File: config.mk
export PLATFORM = sky130hd
export DESIGN_NAME = tick_period_meter
export DESIGN_NICKNAME = d
export VERILOG_FILES = /design/src/rtl/tick_period_meter.sv
export SDC_FILE = /design/constraint.sdc
export NUM_CORES = 1
export LEC_CHECK = 0
export ABC_AREA = 1
export BUFFER_PORTS_ARGS = -buffer_cell sky130_fd_sc_hd__clkbuf_2
export CAP_MARGIN = 20
export CORE_ASPECT_RATIO = 0.8
export CORE_MARGIN = 2
export CORE_UTILIZATION = 39
export CTS_BUF_LIST = sky130_fd_sc_hd__clkbuf_8
export DETAILED_ROUTE_END_ITERATION = 8
export GPL_TIMING_DRIVEN = 1
export MAX_ROUTING_LAYER = met4
export PLACE_DENSITY = 0.58
export SKIP_LAST_GASP = 1
export SYNTH_ARGS = -nofsm -noshare
export SYNTH_HDL_FRONTEND = slang
export SYNTH_SLANG_ARGS = --single-unit
File: constraint.sdc
create_clock -name clk -period 2.3 [get_ports clk]
set_input_delay 0.23 -clock clk [delete_from_list [all_inputs] [get_ports clk]]
set_output_delay 0.23 -clock clk [all_outputs]
set_load 0.02 [all_outputs]
File: src/rtl/tick_period_meter.sv
// Tick period meter: recovers the clk-cycle interval between
// rising edges of a (possibly asynchronous) pulse stream.
module tick_period_meter #(
   parameter int CNT_W       = 26,
   parameter int SYNC_STAGES = 2,
   parameter int TIMEOUT     = 50000000
) (
   input  logic             clk,
   input  logic             rst,
   input  logic             pulse_in,
   input  logic             en,
   output logic [CNT_W-1:0] period,
   output logic             period_valid,
   output logic             timeout,
   output logic             armed
);

   typedef enum logic [1:0] {
      IDLE,
      ARM,
      MEAS
   } state_t;

   localparam logic [CNT_W-1:0] TO_CNT = CNT_W'(TIMEOUT);
   localparam logic [CNT_W-1:0] ONE    = CNT_W'(1);

   logic [SYNC_STAGES-1:0] sync_q;
   logic                   prev_q;
   logic                   tick_edge;
   logic [CNT_W-1:0]       cnt;
   state_t                 state;

   // Synchronize pulse_in and keep one extra flop of history for edge detection
   always_ff @(posedge clk or posedge rst) begin
      if (rst) begin
         sync_q <= '0;
         prev_q <= 1'b0;
      end else begin
         sync_q <= {sync_q[SYNC_STAGES-2:0], pulse_in};
         prev_q <= sync_q[SYNC_STAGES-1];
      end
   end

   // A held high level yields a single rising edge
   assign tick_edge = sync_q[SYNC_STAGES-1] & ~prev_q;

   // Measurement FSM: arm on first edge, then report each edge-to-edge gap
   always_ff @(posedge clk or posedge rst) begin
      if (rst) begin
         state        <= IDLE;
         cnt          <= '0;
         period       <= '0;
         period_valid <= 1'b0;
         timeout      <= 1'b0;
         armed        <= 1'b0;
      end else begin
         period_valid <= 1'b0;
         timeout      <= 1'b0;
         if (!en) begin
            state <= IDLE;
            cnt   <= '0;
            armed <= 1'b0;
         end else begin
            unique case (state)
               IDLE: begin
                  cnt   <= '0;
                  state <= ARM;
                  armed <= 1'b1;
               end
               ARM: begin
                  if (tick_edge) begin
                     state <= MEAS;
                     cnt   <= ONE;
                  end
               end
               MEAS: begin
                  // An edge landing exactly on the limit still counts as a period
                  if (tick_edge) begin
                     period       <= cnt;
                     period_valid <= 1'b1;
                     cnt          <= ONE;
                  end else if (cnt == TO_CNT) begin
                     timeout <= 1'b1;
                     cnt     <= '0;
                     state   <= ARM;
                  end else begin
                     cnt <= cnt + ONE;
                  end
               end
               default: begin
                  state <= IDLE;
                  cnt   <= '0;
                  armed <= 1'b0;
               end
            endcase
         end
      end
   end

endmodule
==> impl_results.html, run 1 <==
<table>
<tr><th>Metric</th><th>Value</th></tr>
<tr><th colspan="2">Clock network</th></tr>
<tr><td># H-tree levels</td><td>3</td></tr>
<tr><td>Clock tree from TritonCTS</td><td>done</td></tr>
<tr><td>TritonCTS Sinks</td><td>60</td></tr>
<tr><td>Worst-skew pair later-pin latency</td><td>around 0.35 ns</td></tr>
<tr><td>Buffers inserted during post-CTS setup optimization</td><td>0</td></tr>
<tr><td>Hold-fix buffers at CTS</td><td>2</td></tr>
<tr><td>Clock root buffer master</td><td>sky130_fd_sc_hd__clkbuf_8</td></tr>
<tr><td>Clock-pin slew reported for the worst setup and hold paths after clock tree synthesis</td><td>0.06 ns</td></tr>
<tr><td>Number of CTS-inserted buffers</td><td>9</td></tr>
<tr><td>Count of cells resized by post-cts repair</td><td>0</td></tr>
<tr><td>Buffer levels on the longest clock path</td><td>2</td></tr>
<tr><th colspan="2">Worst hold path</th></tr>
<tr><td>Hold EP</td><td>armed</td></tr>
<tr><td>Worst Hold Path Cells</td><td>3</td></tr>
<tr><td>Worst Hold Launch</td><td>en</td></tr>
<tr><td>Hold Crit Class</td><td>in2reg</td></tr>
<tr><th colspan="2">Floorplanning</th></tr>
<tr><td>Total number of placement rows</td><td>29</td></tr>
<tr><td>Area of the die</td><td>8810 um2</td></tr>
<tr><td>Top-level I/O count</td><td>33</td></tr>
<tr><td>Initial standard-cell utilization of the core</td><td>40.0%</td></tr>
<tr><td>Horizontal extent of the die</td><td>104 um</td></tr>
<tr><td>Core Region</td><td>roughly 8000 um2</td></tr>
<tr><td>Die Y</td><td>about 84 um</td></tr>
<tr><th colspan="2">Global route</th></tr>
<tr><td>Sum of overflow across all layers after global routing</td><td>0</td></tr>
<tr><td>Maximum number of pins on one net before global-route repair</td><td>49</td></tr>
<tr><td>Via count of the first global-routing pass</td><td>2544</td></tr>
<tr><td>Initial antenna violation count</td><td>0</td></tr>
<tr><td>Combined global-route utilization of all metal layers</td><td>19.5%</td></tr>
<tr><td>First-pass GRT wire length</td><td>13.0 mm</td></tr>
<tr><th colspan="2">Cells and area</th></tr>
<tr><td>Fin nets</td><td>449</td></tr>
<tr><td>Ant. Diodes</td><td>0</td></tr>
<tr><td>Sequential cell area</td><td>1500 um2</td></tr>
<tr><td>Share of post-route cells with drive strength above 1</td><td>around a fifth</td></tr>
<tr><td>Area Overhead vs Synth</td><td>15.4%</td></tr>
<tr><td>Summed area of non-filler cells in the final layout</td><td>3630 um2</td></tr>
<tr><td>Area of the multi-input gates</td><td>1410 um2</td></tr>
<tr><td>Number of inserted filler cells in the final layout</td><td>806</td></tr>
<tr><th colspan="2">Yosys</th></tr>
<tr><td>Fraction of the mapped netlist area in compound gates</td><td>5.09%</td></tr>
<tr><td>YS warnings</td><td>0</td></tr>
<tr><td>Number of synthesized flops with an enable pin</td><td>0</td></tr>
<tr><td>Part of the Yosys area used for sequential elements</td><td>47.7%</td></tr>
<tr><td>Instance count of the mapped netlist</td><td>401</td></tr>
<tr><td>#FFs+latches synth</td><td>60</td></tr>
<tr><td>Synth Area in Adders</td><td>2.38%</td></tr>
<tr><td>Post-synthesis mux area share</td><td>0%</td></tr>
<tr><td>Dominant combinational cell family by area after synthesis</td><td>simple AND/OR/NAND/NOR gates</td></tr>
<tr><td>Post-synthesis net count</td><td>411</td></tr>
<tr><td>Unique cell type count in the Yosys netlist</td><td>30</td></tr>
<tr><td>Synth Area in Simple Gates</td><td>35.1%</td></tr>
<tr><td>Post-synthesis share of cell area spent on xor and xnor gates</td><td>2.23%</td></tr>
<tr><td>Synthesized cell area</td><td>3150 um2</td></tr>
<tr><td>Ys async rst share</td><td>100%</td></tr>
<tr><td>Post-Synthesis Mean Instance Area</td><td>7.85 um2</td></tr>
<tr><td>Most used flip-flop cell after synthesis</td><td>sky130_fd_sc_hd__dfrtp_1</td></tr>
<tr><th colspan="2">Setup path</th></tr>
<tr><td>Internal reg-to-reg setup slack</td><td>about 0.42 ns</td></tr>
<tr><td>Path depth of the worst reg2reg path</td><td>10</td></tr>
<tr><td>Worst stage delay on the critical path</td><td>0.36 ns</td></tr>
<tr><td>Standard cell with the maximum stage delay on the critical path</td><td>sky130_fd_sc_hd__dfrtp_1</td></tr>
<tr><td>Launching point of the worst reg2reg path</td><td>state[1]</td></tr>
<tr><td>CP Data Required Time</td><td>2.52 ns</td></tr>
<tr><td>Critical path class</td><td>reg2reg</td></tr>
<tr><td>Total buffers and inverters traversed by the critical path</td><td>2</td></tr>
<tr><td>Gate family responsible for the most delay along the worst path</td><td>simple AND/OR/NAND/NOR gates</td></tr>
<tr><td>Critical path launch point type</td><td>flop</td></tr>
<tr><td>Data arrival time at the worst-slack endpoint</td><td>2.11 ns</td></tr>
<tr><td>Kind of end point of the critical path</td><td>flop</td></tr>
<tr><td>Cells along the critical path</td><td>inv_1 -&gt; ha_1 -&gt; nand2_1 -&gt; inv_2 -&gt; nand2_2 -&gt; nand2_1 -&gt; nor2_1 -&gt; nand3_1 -&gt; xor2_1 -&gt; nor2_1</td></tr>
<tr><td>Worst R2R End</td><td>cnt[14]</td></tr>
<tr><td>Critical-path maximum fanout</td><td>16</td></tr>
<tr><th colspan="2">Route</th></tr>
<tr><td>Post-route ant nets</td><td>0</td></tr>
<tr><td>Violation count after the first detailed-routing iteration</td><td>about 210</td></tr>
<tr><td>WL per Instance</td><td>roughly 14 um</td></tr>
<tr><td>DRT Wirelength</td><td>7.64 mm</td></tr>
<tr><td>Number of vias in the routed layout</td><td>2667</td></tr>
<tr><td>Post-detailed-route DRC marker count</td><td>0</td></tr>
<tr><td>Vias per Instance</td><td>between 4 and 5</td></tr>
<tr><td>Detailed Routing Iterations Pass 1</td><td>5</td></tr>
<tr><th colspan="2">Pwr</th></tr>
<tr><td>Net switching power figure</td><td>660 uW</td></tr>
<tr><td>Total power density per cell area</td><td>around 650 nW/um2</td></tr>
<tr><td>Sequential cell fraction of total power</td><td>a little under half</td></tr>
<tr><td>Internal</td><td>1720 uW</td></tr>
<tr><td>Maximum vdd drop</td><td>about 330 uV</td></tr>
<tr><td>Clock power frac</td><td>41.0%</td></tr>
<tr><td>Switching share of total power</td><td>27.7%</td></tr>
<tr><td>Leakage power of the design</td><td>roughly 0.0017 uW</td></tr>
<tr><td>Fraction of power consumed by combinational cells</td><td>12.4%</td></tr>
<tr><th colspan="2">STA</th></tr>
<tr><td>Tcrit/Tclk final</td><td>81.9%</td></tr>
<tr><td>Final hold violations</td><td>0</td></tr>
<tr><td>Final Skew</td><td>between 0.01 and 0.015 ns</td></tr>
<tr><td>Final critical path time including I/O delays and setup</td><td>between 1.5 and 2 ns</td></tr>
<tr><td>Unrepaired setup endpoints after global routing</td><td>false</td></tr>
<tr><td>Number of endpoints failing setup at the final stage</td><td>0</td></tr>
<tr><td>Achievable clock frequency</td><td>531 MHz</td></tr>
<tr><td>Final Max Tran Viols</td><td>0</td></tr>
<tr><td>Max_slew headroom</td><td>53.9%</td></tr>
<tr><td>Post-route setup TNS</td><td>0 ns</td></tr>
<tr><td>Worst-margin pin slew</td><td>just under 0.7 ns</td></tr>
<tr><th colspan="2">Place</th></tr>
<tr><td>Number of I/O port buffers</td><td>32</td></tr>
<tr><td>Dpl hpwl</td><td>5.66 mm</td></tr>
<tr><td>Final RePlAce weighted congestion</td><td>0.953</td></tr>
<tr><td>Placed Instance Area</td><td>3410 um2</td></tr>
<tr><th colspan="2">Status</th></tr>
<tr><td>Outcome</td><td>finished, final reports clean</td></tr>
<tr><th colspan="2">Job</th></tr>
<tr><td>Max-Cap Viols</td><td>0</td></tr>
</table>
==> cells in the mapped netlist, types with 2 or more instances <==
cell / count / share of area [%]
sky130_fd_sc_hd__dfrtp_1: 60 / 48
sky130_fd_sc_hd__xor2_1: 7 / 1.9
sky130_fd_sc_hd__nor4_1: 2 / 0.40
sky130_fd_sc_hd__nor2_4: 5 / 1.8
sky130_fd_sc_hd__o21bai_1: 3 / 0.72
sky130_fd_sc_hd__nor2_2: 12 / 2.4
sky130_fd_sc_hd__nand3b_1: 2 / 0.48
sky130_fd_sc_hd__nor3_1: 6 / 0.95
sky130_fd_sc_hd__o21ai_0: 13 / 2.1
sky130_fd_sc_hd__ha_1: 6 / 2.4
sky130_fd_sc_hd__nand3_1: 25 / 4.0
sky130_fd_sc_hd__nor2_1: 44 / 5.2
sky130_fd_sc_hd__inv_2: 9 / 1.1
sky130_fd_sc_hd__o21ai_1: 12 / 1.9
sky130_fd_sc_hd__clkbuf_1: 2 / 0.24
sky130_fd_sc_hd__inv_1: 38 / 4.5
sky130_fd_sc_hd__nand2_1: 122 / 15
sky130_fd_sc_hd__nand4_1: 11 / 2.2
sky130_fd_sc_hd__buf_2: 5 / 0.79
sky130_fd_sc_hd__nand2_2: 7 / 1.4
==> layout by cell type, fill, tap and decap left out, types with 10 or more instances in the layout <==
cell and n:
sky130_fd_sc_hd__inv_2 10, sky130_fd_sc_hd__o21ai_0 13, sky130_fd_sc_hd__nor2_2 12, sky130_fd_sc_hd__o21ai_1 12, sky130_fd_sc_hd__inv_1 38, sky130_fd_sc_hd__nand2_1 122, sky130_fd_sc_hd__clkbuf_8 11, sky130_fd_sc_hd__dfrtp_1 60
sky130_fd_sc_hd__clkbuf_2 32, sky130_fd_sc_hd__nand4_1 11, sky130_fd_sc_hd__nor2_1 44, sky130_fd_sc_hd__nand3_1 25
==> cells by family after synthesis <==
kind of cell	count (synthesis)
compound gates	30
xor+xnor	8
fa+ha+maj	6
buf+inv	56
flops	60
simple gates	241
==> how the worst max path moves through the flow <==
stage                   from      end  slack, ns  cells after the start
global route        state[1]  cnt[14]       0.13                     10
global placement    state[1]  cnt[14]       0.46                     10
CTS                 state[1]  cnt[14]       0.43                     10
floorplan                rst    armed       0.59                      1
detailed placement  state[1]  cnt[17]       0.44                     12
finish              state[1]  cnt[14]       0.42                     10
==> stage by stage <==
step	worst slack, ns	power, uW	hold slack (ns)	cells	util [%]
after CTS	0.432	2410	0.224	552	46.1
after global placement	0.461	1420	0.334	534	43.3
after detailed placement	0.436	1420	0.340	534	43.3
final	0.417	2380	0.237	552	46.1
after floorplan	0.585	1360	0.261	401	-
after global routing	0.132	2500	0.239	552	46.1
==> registers in the layout, summed over array words and instances, names as in the netlist <==
register / count
prev_q: 1
period_valid: 1
state: 2
armed: 1
sync_q: 2
timeout: 1
cnt: 26
period: 26
==> cell type report <==
cell class / count / share of cell area (%)
Clock inverter: 5 / 1.41
Clock buffer: 11 / 4.17
Inverter: 48 / 5.10
Multi-Input combinational cell: 285 / 38.8
Sequential cell: 60 / 41.3
Tap cell: 108 / 3.72
Timing Repair Buffer: 35 / 5.51
==> layer usage <==
| layer | global-route usage (%) | part of all wire, % |
|---|---|---|
| met5 | - | 0 |
| met4 | 7.99 | 2.1 |
| met3 | 4.27 | 6.6 |
| met2 | 26.6 | 40 |
| met1 | 28.0 | 51 |
==> worst register-to-register path, cell delays in order (launching register included) <==
cell and delay [ns]:
sky130_fd_sc_hd__dfrtp_1 0.36, sky130_fd_sc_hd__inv_1 0.08, sky130_fd_sc_hd__ha_1 0.21, sky130_fd_sc_hd__nand2_1 0.09, sky130_fd_sc_hd__inv_2 0.04, sky130_fd_sc_hd__nand2_2 0.28
sky130_fd_sc_hd__nand2_1 0.16, sky130_fd_sc_hd__nor2_1 0.22, sky130_fd_sc_hd__nand3_1 0.13, sky130_fd_sc_hd__xor2_1 0.15, sky130_fd_sc_hd__nor2_1 0.05
==> power groups by stage <==
stage / Clock [uW] / Sequential [uW] / Combinational (uW)
3_3_place_gp: 0 / 1130 / 293
5_1_grt: 1050 / 1110 / 334
4_1_cts: 1010 / 1110 / 297
2_1_floorplan: 0 / 1140 / 219
6_report: 974 / 1110 / 294
3_5_place_dp: 0 / 1130 / 294
(Power assumes the default switching activity.)
==> run 2: changes to the inputs <==
--- a/config.mk
+++ b/config.mk
@@ -15,7 +15,7 @@
 export DETAILED_ROUTE_END_ITERATION = 8
 export GPL_TIMING_DRIVEN = 1
 export MAX_ROUTING_LAYER = met4
-export PLACE_DENSITY = 0.58
+export PLACE_DENSITY = 0.6
 export SKIP_LAST_GASP = 1
 export SYNTH_ARGS = -nofsm -noshare
 export SYNTH_HDL_FRONTEND = slang
==> constraint.sdc (replaced) <==
create_clock -name clk -period 1.7 [get_ports clk]
set_input_delay 0.17 -clock clk [delete_from_list [all_inputs] [get_ports clk]]
set_output_delay 0.17 -clock clk [all_outputs]
set_load 0.02 [all_outputs]
==> impl_results.html, run 2 (synthesized netlist as in run 1, its figures left out) <==
<table>
<tr><th>Metric</th><th>Value</th></tr>
<tr><th colspan="2">Place</th></tr>
<tr><td>Placed Instance Area</td><td>3570 um2 (+4.6%)</td></tr>
<tr><td>Minimum setup slack after placement</td><td>-0.0530 ns (-0.489 ns)</td></tr>
<tr><td>Final RePlAce weighted congestion</td><td>0.944 (-0.88%)</td></tr>
<tr><td>Cell Count Post-Placement</td><td>555 (+3.9%)</td></tr>
<tr><td>Dpl hpwl</td><td>5.81 mm (+2.6%)</td></tr>
<tr><td>Number of I/O port buffers</td><td>32 (unchanged)</td></tr>
<tr><th colspan="2">Floorplanning</th></tr>
<tr><td>Area of the die</td><td>8810 um2 (unchanged)</td></tr>
<tr><td>Top-level I/O count</td><td>33 (unchanged)</td></tr>
<tr><td>Die Y</td><td>84.4 um (unchanged)</td></tr>
<tr><td>Horizontal extent of the die</td><td>104 um (unchanged)</td></tr>
<tr><td>Total number of placement rows</td><td>29 (unchanged)</td></tr>
<tr><td>Initial standard-cell utilization of the core</td><td>40.0% (unchanged)</td></tr>
<tr><td>Core Region</td><td>7870 um2 (unchanged)</td></tr>
<tr><th colspan="2">Global route</th></tr>
<tr><td>First-pass GRT wire length</td><td>13.2 mm (+1.8%)</td></tr>
<tr><td>Via count of the first global-routing pass</td><td>2650 (+4.2%)</td></tr>
<tr><td>Sum of overflow across all layers after global routing</td><td>0 (unchanged)</td></tr>
<tr><td>Combined global-route utilization of all metal layers</td><td>20.1% (+0.57 points)</td></tr>
<tr><td>Initial antenna violation count</td><td>0 (unchanged)</td></tr>
<tr><td>Maximum number of pins on one net before global-route repair</td><td>49 (unchanged)</td></tr>
<tr><th colspan="2">Setup path</th></tr>
<tr><td>CP Data Required Time</td><td>1.96 ns (-0.56 ns)</td></tr>
<tr><td>Critical-path maximum fanout</td><td>19 (+3)</td></tr>
<tr><td>Path depth of the worst reg2reg path</td><td>8 (-2)</td></tr>
<tr><td>Worst R2R End</td><td>cnt[7]</td></tr>
<tr><td>Critical path class</td><td>reg2reg</td></tr>
<tr><td>Internal reg-to-reg setup slack</td><td>0.13 ns (-0.29 ns)</td></tr>
<tr><td>Launching point of the worst reg2reg path</td><td>state[0]</td></tr>
<tr><td>Critical path launch point type</td><td>flop</td></tr>
<tr><td>Launch point of the critical path</td><td>state[0]</td></tr>
<tr><td>Data arrival time at the worst-slack endpoint</td><td>1.83 ns (-0.28 ns)</td></tr>
<tr><td>Kind of end point of the critical path</td><td>flop</td></tr>
<tr><td>Critical Path End</td><td>cnt[7]</td></tr>
<tr><th colspan="2">Cells and area</th></tr>
<tr><td>Leading registers by flop count</td><td>cnt: 26 flops, period: 26 flops</td></tr>
<tr><td>Fin nets</td><td>476 (+6.0%)</td></tr>
<tr><td>Leading cell types in the layout, fill and taps excluded</td><td>sky130_fd_sc_hd__nand2_1, sky130_fd_sc_hd__dfrtp_1, sky130_fd_sc_hd__nor2_1</td></tr>
<tr><td>Summed area of non-filler cells in the final layout</td><td>3860 um2 (+6.1%)</td></tr>
<tr><td>Share of post-route cells with drive strength above 1</td><td>26.4% (+6.8 points)</td></tr>
<tr><td>Ant. Diodes</td><td>0 (unchanged)</td></tr>
<tr><td>Commonest non-fill, non-tap cell in the layout</td><td>sky130_fd_sc_hd__nand2_1</td></tr>
<tr><td>Area Overhead vs Synth</td><td>22.5%</td></tr>
<tr><td>Final instance count without filler cells</td><td>578 (+4.7%)</td></tr>
<tr><th colspan="2">STA</th></tr>
<tr><td>Final WS setup</td><td>0.128 ns (-0.288 ns)</td></tr>
<tr><td>Final Skew</td><td>0.0161 ns (+0.00469 ns)</td></tr>
<tr><td>Max_slew headroom</td><td>70.0% (+16 points)</td></tr>
<tr><td>Post-route setup TNS</td><td>0 ns (unchanged)</td></tr>
<tr><td>Final hold violations</td><td>0 (unchanged)</td></tr>
<tr><td>Number of endpoints failing setup at the final stage</td><td>0 (unchanged)</td></tr>
<tr><td>Final Max Tran Viols</td><td>0 (unchanged)</td></tr>
<tr><td>Final critical path time including I/O delays and setup</td><td>1.57 ns (-0.312 ns)</td></tr>
<tr><td>Tcrit/Tclk final</td><td>92.5% (+11 points)</td></tr>
<tr><td>Unrepaired setup endpoints after global routing</td><td>true</td></tr>
<tr><td>Worst-margin pin slew</td><td>0.449 ns (-0.240 ns)</td></tr>
<tr><td>Achievable clock frequency</td><td>636 MHz (+20%)</td></tr>
<tr><th colspan="2">Pwr</th></tr>
<tr><td>Leakage power of the design</td><td>0.00179 uW (+6.4%)</td></tr>
<tr><td>Total power density per cell area</td><td>814 nW/um2 (+24%)</td></tr>
<tr><td>Switching share of total power</td><td>29.2% (+1.4 points)</td></tr>
<tr><td>Net switching power figure</td><td>916 uW (+39%)</td></tr>
<tr><td>Clock power frac</td><td>37.2% (-3.8 points)</td></tr>
<tr><td>Maximum vdd drop</td><td>371 uV (+12%)</td></tr>
<tr><td>Fraction of power consumed by combinational cells</td><td>14.9% (+2.5 points)</td></tr>
<tr><td>Internal</td><td>2220 uW (+29%)</td></tr>
<tr><td>Sequential cell fraction of total power</td><td>47.9% (+1.2 points)</td></tr>
<tr><th colspan="2">Clock network</th></tr>
<tr><td>TritonCTS Sinks</td><td>60 (unchanged)</td></tr>
<tr><td>Clock root buffer master</td><td>sky130_fd_sc_hd__clkbuf_8</td></tr>
<tr><td>Buffer levels on the longest clock path</td><td>2 (unchanged)</td></tr>
<tr><td>Number of CTS-inserted buffers</td><td>9 (unchanged)</td></tr>
<tr><td>Clock-pin slew reported for the worst setup and hold paths after clock tree synthesis</td><td>0.07 ns (about the same)</td></tr>
<tr><td>Clock tree from TritonCTS</td><td>done</td></tr>
<tr><td># H-tree levels</td><td>3 (unchanged)</td></tr>
<tr><td>Worst-skew pair later-pin latency</td><td>0.35 ns (about the same)</td></tr>
<tr><th colspan="2">Route</th></tr>
<tr><td>Post-detailed-route DRC marker count</td><td>0 (unchanged)</td></tr>
<tr><td>WL per Instance</td><td>13.8 um (-0.46%)</td></tr>
<tr><td>Violation count after the first detailed-routing iteration</td><td>204 (-2.4%)</td></tr>
<tr><td>Number of vias in the routed layout</td><td>2774 (+4.0%)</td></tr>
<tr><td>DRT Wirelength</td><td>7.97 mm (+4.2%)</td></tr>
<tr><td>Vias per Instance</td><td>4.80 (-0.67%)</td></tr>
<tr><td>Post-route ant nets</td><td>0 (unchanged)</td></tr>
<tr><td>Detailed Routing Iterations Pass 1</td><td>5 (unchanged)</td></tr>
<tr><th colspan="2">Worst hold path</th></tr>
<tr><td>Hold Crit Class</td><td>in2reg</td></tr>
<tr><th colspan="2">Job</th></tr>
<tr><td>Max-Cap Viols</td><td>0 (unchanged)</td></tr>
<tr><th colspan="2">Status</th></tr>
<tr><td>Outcome</td><td>finished, final reports clean</td></tr>
</table>
==> run 2: changes by cell type in the layout (fill, tap and decap cells not counted), sizes merged <==
| cell | delta |
|---|---|
| inv | -1 |
| buf | +26 |
| nor2 | +1 |
| clkinvlp | +1 |
| bufinv | -1 |
==> run 2: power by group through the flow <==
stage / clock [uW] / sequential (uW) / combinational [uW]
floorplan: 0 / 1540 / 296
global placement: 0 / 1520 / 418
detailed placement: 0 / 1530 / 421
CTS: 1200 / 1500 / 427
global route: 1250 / 1510 / 524
finish: 1170 / 1500 / 468
==> run 2: layer usage <==
metal	vias to the layer above	global-route usage [%]	wire length, um
met2	95	27.7	3380
met1	1272	29.0	3960
met4	0	6.88	112
met5	-	-	0
li1	1394	-	-
met3	13	4.58	514
==> run 2: area by class of cell <==
cell class,instances,area (um2)
Fill cell,769,4020
Sequential cell,60,1500
Multi-Input combinational cell,286,1460
Timing Repair Buffer,61,395
Inverter,48,190
Clock buffer,11,151
Tap cell,108,135
Clock inverter,4,25.0
==> run 2: worst min-delay path by stage <==
| stage | from | end | cells past startpoint |
|---|---|---|---|
| after floorplan | pulse_in | sync_q[0] | 0 |
| after global placement | rst | cnt[25] | 2 |
| after detailed placement | rst | cnt[25] | 2 |
| after CTS | en | armed | 3 |
| after global routing | en | armed | 3 |
| final | en | armed | 3 |
==> run 2: per-stage QoR <==
step                total power, uW  hold WS (ns)  utilization (%)
finish                         3140         0.138             49.0
detailed placement             1950         0.193             45.3
CTS                            3130         0.128             48.1
global placement               1940         0.186             45.3
floorplan                      1840         0.201                -
global route                   3280         0.143             49.0
==> run 2: critical path, cell delays in order (launching register included) <==
cell and delay (ns):
sky130_fd_sc_hd__dfrtp_1 0.40, sky130_fd_sc_hd__inv_1 0.09, sky130_fd_sc_hd__ha_1 0.34, sky130_fd_sc_hd__inv_1 0.08
sky130_fd_sc_hd__nor2_1 0.14, sky130_fd_sc_hd__nand2_2 0.09, sky130_fd_sc_hd__nand2_4 0.12, sky130_fd_sc_hd__inv_8 0.09
sky130_fd_sc_hd__a21oi_1 0.13
==> run 2: what timing repair did <==
action,4_1_cts,5_1_grt
endpoints found under the hold margin,19,0
pin swaps,1,4
cloned,1,0
endpoints found under the setup margin,26,22
buffers inserted,0,5
gates resized for setup,4,12
hold buffers,2,0
==> run 3: changes to the inputs <==
--- a/config.mk
+++ b/config.mk
@@ -10,12 +10,12 @@
 export CAP_MARGIN = 20
 export CORE_ASPECT_RATIO = 0.8
 export CORE_MARGIN = 2
-export CORE_UTILIZATION = 39
+export CORE_UTILIZATION = 50
 export CTS_BUF_LIST = sky130_fd_sc_hd__clkbuf_8
 export DETAILED_ROUTE_END_ITERATION = 8
 export GPL_TIMING_DRIVEN = 1
 export MAX_ROUTING_LAYER = met4
-export PLACE_DENSITY = 0.6
+export PLACE_DENSITY = 0.73
 export SKIP_LAST_GASP = 1
 export SYNTH_ARGS = -nofsm -noshare
 export SYNTH_HDL_FRONTEND = slang
==> impl_results.html, run 3 (synthesized netlist as in run 1, its figures left out) <==
<table>
<tr><th>Metric</th><th>Value</th></tr>
<tr><th colspan="2">Setup path</th></tr>
<tr><td>Total buffers and inverters traversed by the critical path</td><td>5 (+2)</td></tr>
<tr><td>Kind of end point of the critical path</td><td>flop</td></tr>
<tr><td>Critical-path maximum fanout</td><td>7 (-12)</td></tr>
<tr><td>Gate family responsible for the most delay along the worst path</td><td>buffers and inverters</td></tr>
<tr><td>Critical path launch point type</td><td>flop</td></tr>
<tr><td>Data arrival time at the worst-slack endpoint</td><td>1.88 ns (+0.05 ns)</td></tr>
<tr><td>Standard cell with the maximum stage delay on the critical path</td><td>sky130_fd_sc_hd__dfrtp_1</td></tr>
<tr><td>Cell seen most often among critical-path stages</td><td>sky130_fd_sc_hd__nand2_1</td></tr>
<tr><td>CP Data Required Time</td><td>1.94 ns (-0.02 ns)</td></tr>
<tr><td>Critical path class</td><td>reg2reg</td></tr>
<tr><td>Worst stage delay on the critical path</td><td>0.40 ns (about the same)</td></tr>
<tr><td>Cells along the critical path</td><td>inv_2 -&gt; ha_2 -&gt; nand2_1 -&gt; inv_2 -&gt; nand2_4 -&gt; buf_4 -&gt; buf_4 -&gt; buf_4 -&gt; nand2_1 -&gt; nand2_1 -&gt; nand2_1 -&gt; nor2_2</td></tr>
<tr><th colspan="2">Cells and area</th></tr>
<tr><td>Commonest non-fill, non-tap cell in the layout</td><td>sky130_fd_sc_hd__nand2_1</td></tr>
<tr><td>Fin nets</td><td>477 (+0.21%)</td></tr>
<tr><td>Core utilization of the finished layout</td><td>64.8% (+16 points)</td></tr>
<tr><td>Number of inserted filler cells in the final layout</td><td>526 (-32%)</td></tr>
<tr><td>Leading registers by flop count</td><td>cnt: 26 flops, period: 26 flops</td></tr>
<tr><td>Area Overhead vs Synth</td><td>23.5%</td></tr>
<tr><td>Leading cell types in the layout, fill and taps excluded</td><td>sky130_fd_sc_hd__nand2_1, sky130_fd_sc_hd__dfrtp_1, sky130_fd_sc_hd__nor2_1</td></tr>
<tr><td>Sequential cell area</td><td>1500 um2 (-0.17%)</td></tr>
<tr><td>Share of post-route cells with drive strength above 1</td><td>26.3% (-0.056 points)</td></tr>
<tr><td>Area of the multi-input gates</td><td>1470 um2 (+0.86%)</td></tr>
<tr><td>Ant. Diodes</td><td>0 (unchanged)</td></tr>
<tr><th colspan="2">STA</th></tr>
<tr><td>Final Max Tran Viols</td><td>0 (unchanged)</td></tr>
<tr><td>Final critical path time including I/O delays and setup</td><td>1.63 ns (+0.0631 ns)</td></tr>
<tr><td>Final Skew</td><td>0.00937 ns (-0.00674 ns)</td></tr>
<tr><td>Worst-margin pin slew</td><td>0.333 ns (-0.116 ns)</td></tr>
<tr><td>Final hold violations</td><td>0 (unchanged)</td></tr>
<tr><td>Number of endpoints failing setup at the final stage</td><td>0 (unchanged)</td></tr>
<tr><td>Max_slew headroom</td><td>77.8% (+7.8 points)</td></tr>
<tr><td>Achievable clock frequency</td><td>612 MHz (-3.9%)</td></tr>
<tr><td>Tcrit/Tclk final</td><td>96.2% (+3.7 points)</td></tr>
<tr><td>Post-route setup TNS</td><td>0 ns (unchanged)</td></tr>
<tr><th colspan="2">Global route</th></tr>
<tr><td>Initial antenna violation count</td><td>0 (unchanged)</td></tr>
<tr><td>Combined global-route utilization of all metal layers</td><td>24.6% (+4.5 points)</td></tr>
<tr><td>Via count of the first global-routing pass</td><td>2510 (-5.3%)</td></tr>
<tr><td>First-pass GRT wire length</td><td>12.4 mm (-5.8%)</td></tr>
<tr><td>Maximum number of pins on one net before global-route repair</td><td>61 (+24%)</td></tr>
<tr><td>Sum of overflow across all layers after global routing</td><td>0 (unchanged)</td></tr>
<tr><th colspan="2">Clock network</th></tr>
<tr><td>Buffer levels on the longest clock path</td><td>2 (unchanged)</td></tr>
<tr><td>Clock root buffer master</td><td>sky130_fd_sc_hd__clkbuf_8</td></tr>
<tr><td>Clock-pin slew reported for the worst setup and hold paths after clock tree synthesis</td><td>0.07 ns (about the same)</td></tr>
<tr><td>Number of CTS-inserted buffers</td><td>9 (unchanged)</td></tr>
<tr><td>TritonCTS Sinks</td><td>60 (unchanged)</td></tr>
<tr><td>Clock tree from TritonCTS</td><td>done</td></tr>
<tr><td>Worst-skew pair later-pin latency</td><td>0.35 ns (about the same)</td></tr>
<tr><td># H-tree levels</td><td>3 (unchanged)</td></tr>
<tr><th colspan="2">Route</th></tr>
<tr><td>Violation count after the first detailed-routing iteration</td><td>248 (+22%)</td></tr>
<tr><td>Detailed Routing Iterations Pass 1</td><td>5 (unchanged)</td></tr>
<tr><td>Vias per Instance</td><td>5.14 (+7.1%)</td></tr>
<tr><td>Post-detailed-route DRC marker count</td><td>0 (unchanged)</td></tr>
<tr><td>Post-route ant nets</td><td>0 (unchanged)</td></tr>
<tr><td>DRT Wirelength</td><td>7.74 mm (-2.9%)</td></tr>
<tr><td>WL per Instance</td><td>14.0 um (+1.7%)</td></tr>
<tr><td>Number of vias in the routed layout</td><td>2838 (+2.3%)</td></tr>
<tr><th colspan="2">Floorplanning</th></tr>
<tr><td>Core Region</td><td>6010 um2 (-24%)</td></tr>
<tr><td>Initial standard-cell utilization of the core</td><td>52.4% (+12 points)</td></tr>
<tr><td>Top-level I/O count</td><td>33 (unchanged)</td></tr>
<tr><td>Area of the die</td><td>6950 um2 (-21%)</td></tr>
<tr><td>Total number of placement rows</td><td>25 (-14%)</td></tr>
<tr><td>Die Y</td><td>75.0 um (-11%)</td></tr>
<tr><td>Horizontal extent of the die</td><td>92.7 um (-11%)</td></tr>
<tr><th colspan="2">Job</th></tr>
<tr><td>Max-Cap Viols</td><td>0 (unchanged)</td></tr>
<tr><th colspan="2">Pwr</th></tr>
<tr><td>Total power density per cell area</td><td>871 nW/um2 (+6.9%)</td></tr>
<tr><td>Leakage power of the design</td><td>0.00183 uW (+2.2%)</td></tr>
<tr><td>Maximum vdd drop</td><td>405 uV (+9.4%)</td></tr>
<tr><th colspan="2">Place</th></tr>
<tr><td>Dpl hpwl</td><td>5.59 mm (-3.8%)</td></tr>
<tr><td>Final RePlAce weighted congestion</td><td>0.989 (+4.7%)</td></tr>
<tr><td>Number of I/O port buffers</td><td>32 (unchanged)</td></tr>
<tr><th colspan="2">Status</th></tr>
<tr><td>Outcome</td><td>finished, final reports clean</td></tr>
<tr><th colspan="2">Worst hold path</th></tr>
<tr><td>Hold Crit Class</td><td>in2reg</td></tr>
</table>
run 3: changes by cell type in the layout (fill, tap and decap cells not counted), sizes merged:
cell,delta
bufinv,+2
clkbuf,-1
buf,+1
inv,+1
clkinvlp,-2
run 3: where the power goes:
part | internal, uW | switching, uW
Combinational | 161 | 310
Clock | 851 | 565
Sequential | 1470 | 31.3
run 3: layer usage:
metal  wire length [um]  track usage [%]  vias to the layer above  part of all wire [%]
li1                   -                -                     1401                     -
met1               3600             33.0                     1334                    46
met2               3510             36.9                       89                    45
met3                501             5.01                       14                   6.5
met4                129             10.5                        0                   1.7
met5                  0                -                        -                     0
run 3: final timing paths:
| path | start | endpoint | slack [ns] | cells after the start |
|---|---|---|---|---|
| max reg2reg | state[1] | cnt[2] | 0.07 | 12 |
| min reg2reg | sync_q[0] | sync_q[1] | 0.35 | 0 |
| max | state[1] | cnt[2] | 0.07 | 12 |
| min in group asynchronous | rst | period[2] | 0.40 | 4 |
| max in group asynchronous | rst | armed | 0.99 | 4 |
| min | en | armed | 0.15 | 3 |
run 3: layout make-up:
cell class,instances,share of cell area (%)
inverter,48,4.83
timing repair buffer,62,10.7
clock inverter,5,1.99
clock buffer,10,3.54
multi-input combinational,286,37.7
sequential,60,38.6
tap,81,2.61
run 3: worst register-to-register path, cell delays in order, from the launching register on:
cell and delay (ns):
sky130_fd_sc_hd__dfrtp_1 0.40, sky130_fd_sc_hd__inv_2 0.08, sky130_fd_sc_hd__ha_2 0.19, sky130_fd_sc_hd__nand2_1 0.07, sky130_fd_sc_hd__inv_2 0.07, sky130_fd_sc_hd__nand2_4 0.09
sky130_fd_sc_hd__buf_4 0.16, sky130_fd_sc_hd__buf_4 0.12, sky130_fd_sc_hd__buf_4 0.14, sky130_fd_sc_hd__nand2_1 0.06, sky130_fd_sc_hd__nand2_1 0.05, sky130_fd_sc_hd__nand2_1 0.06
sky130_fd_sc_hd__nor2_2 0.04
run 3: stage by stage:
stage	hold WS (ns)	total power, uW	instances	worst slack (ns)	instance area [um2]
2_1_floorplan	0.201	1840	401	0.0453	3150
3_3_place_gp	0.242	1950	529	-0.0547	3550
3_5_place_dp	0.245	1960	529	-0.118	3550
4_1_cts	0.133	3380	547	-0.0132	3810
5_1_grt	0.178	3540	552	-0.0389	3890
6_report	0.150	3390	552	0.0652	3890
run 3: repair_timing:
action / 4_1_cts / 5_1_grt
gates resized for setup: 4 / 12
gates cloned: 1 / 0
endpoints found under the hold margin: 61 / 0
endpoints found under the setup margin: 5 / 22
setup buffers: 0 / 5
hold buffers: 2 / 0
pin swaps: 0 / 5
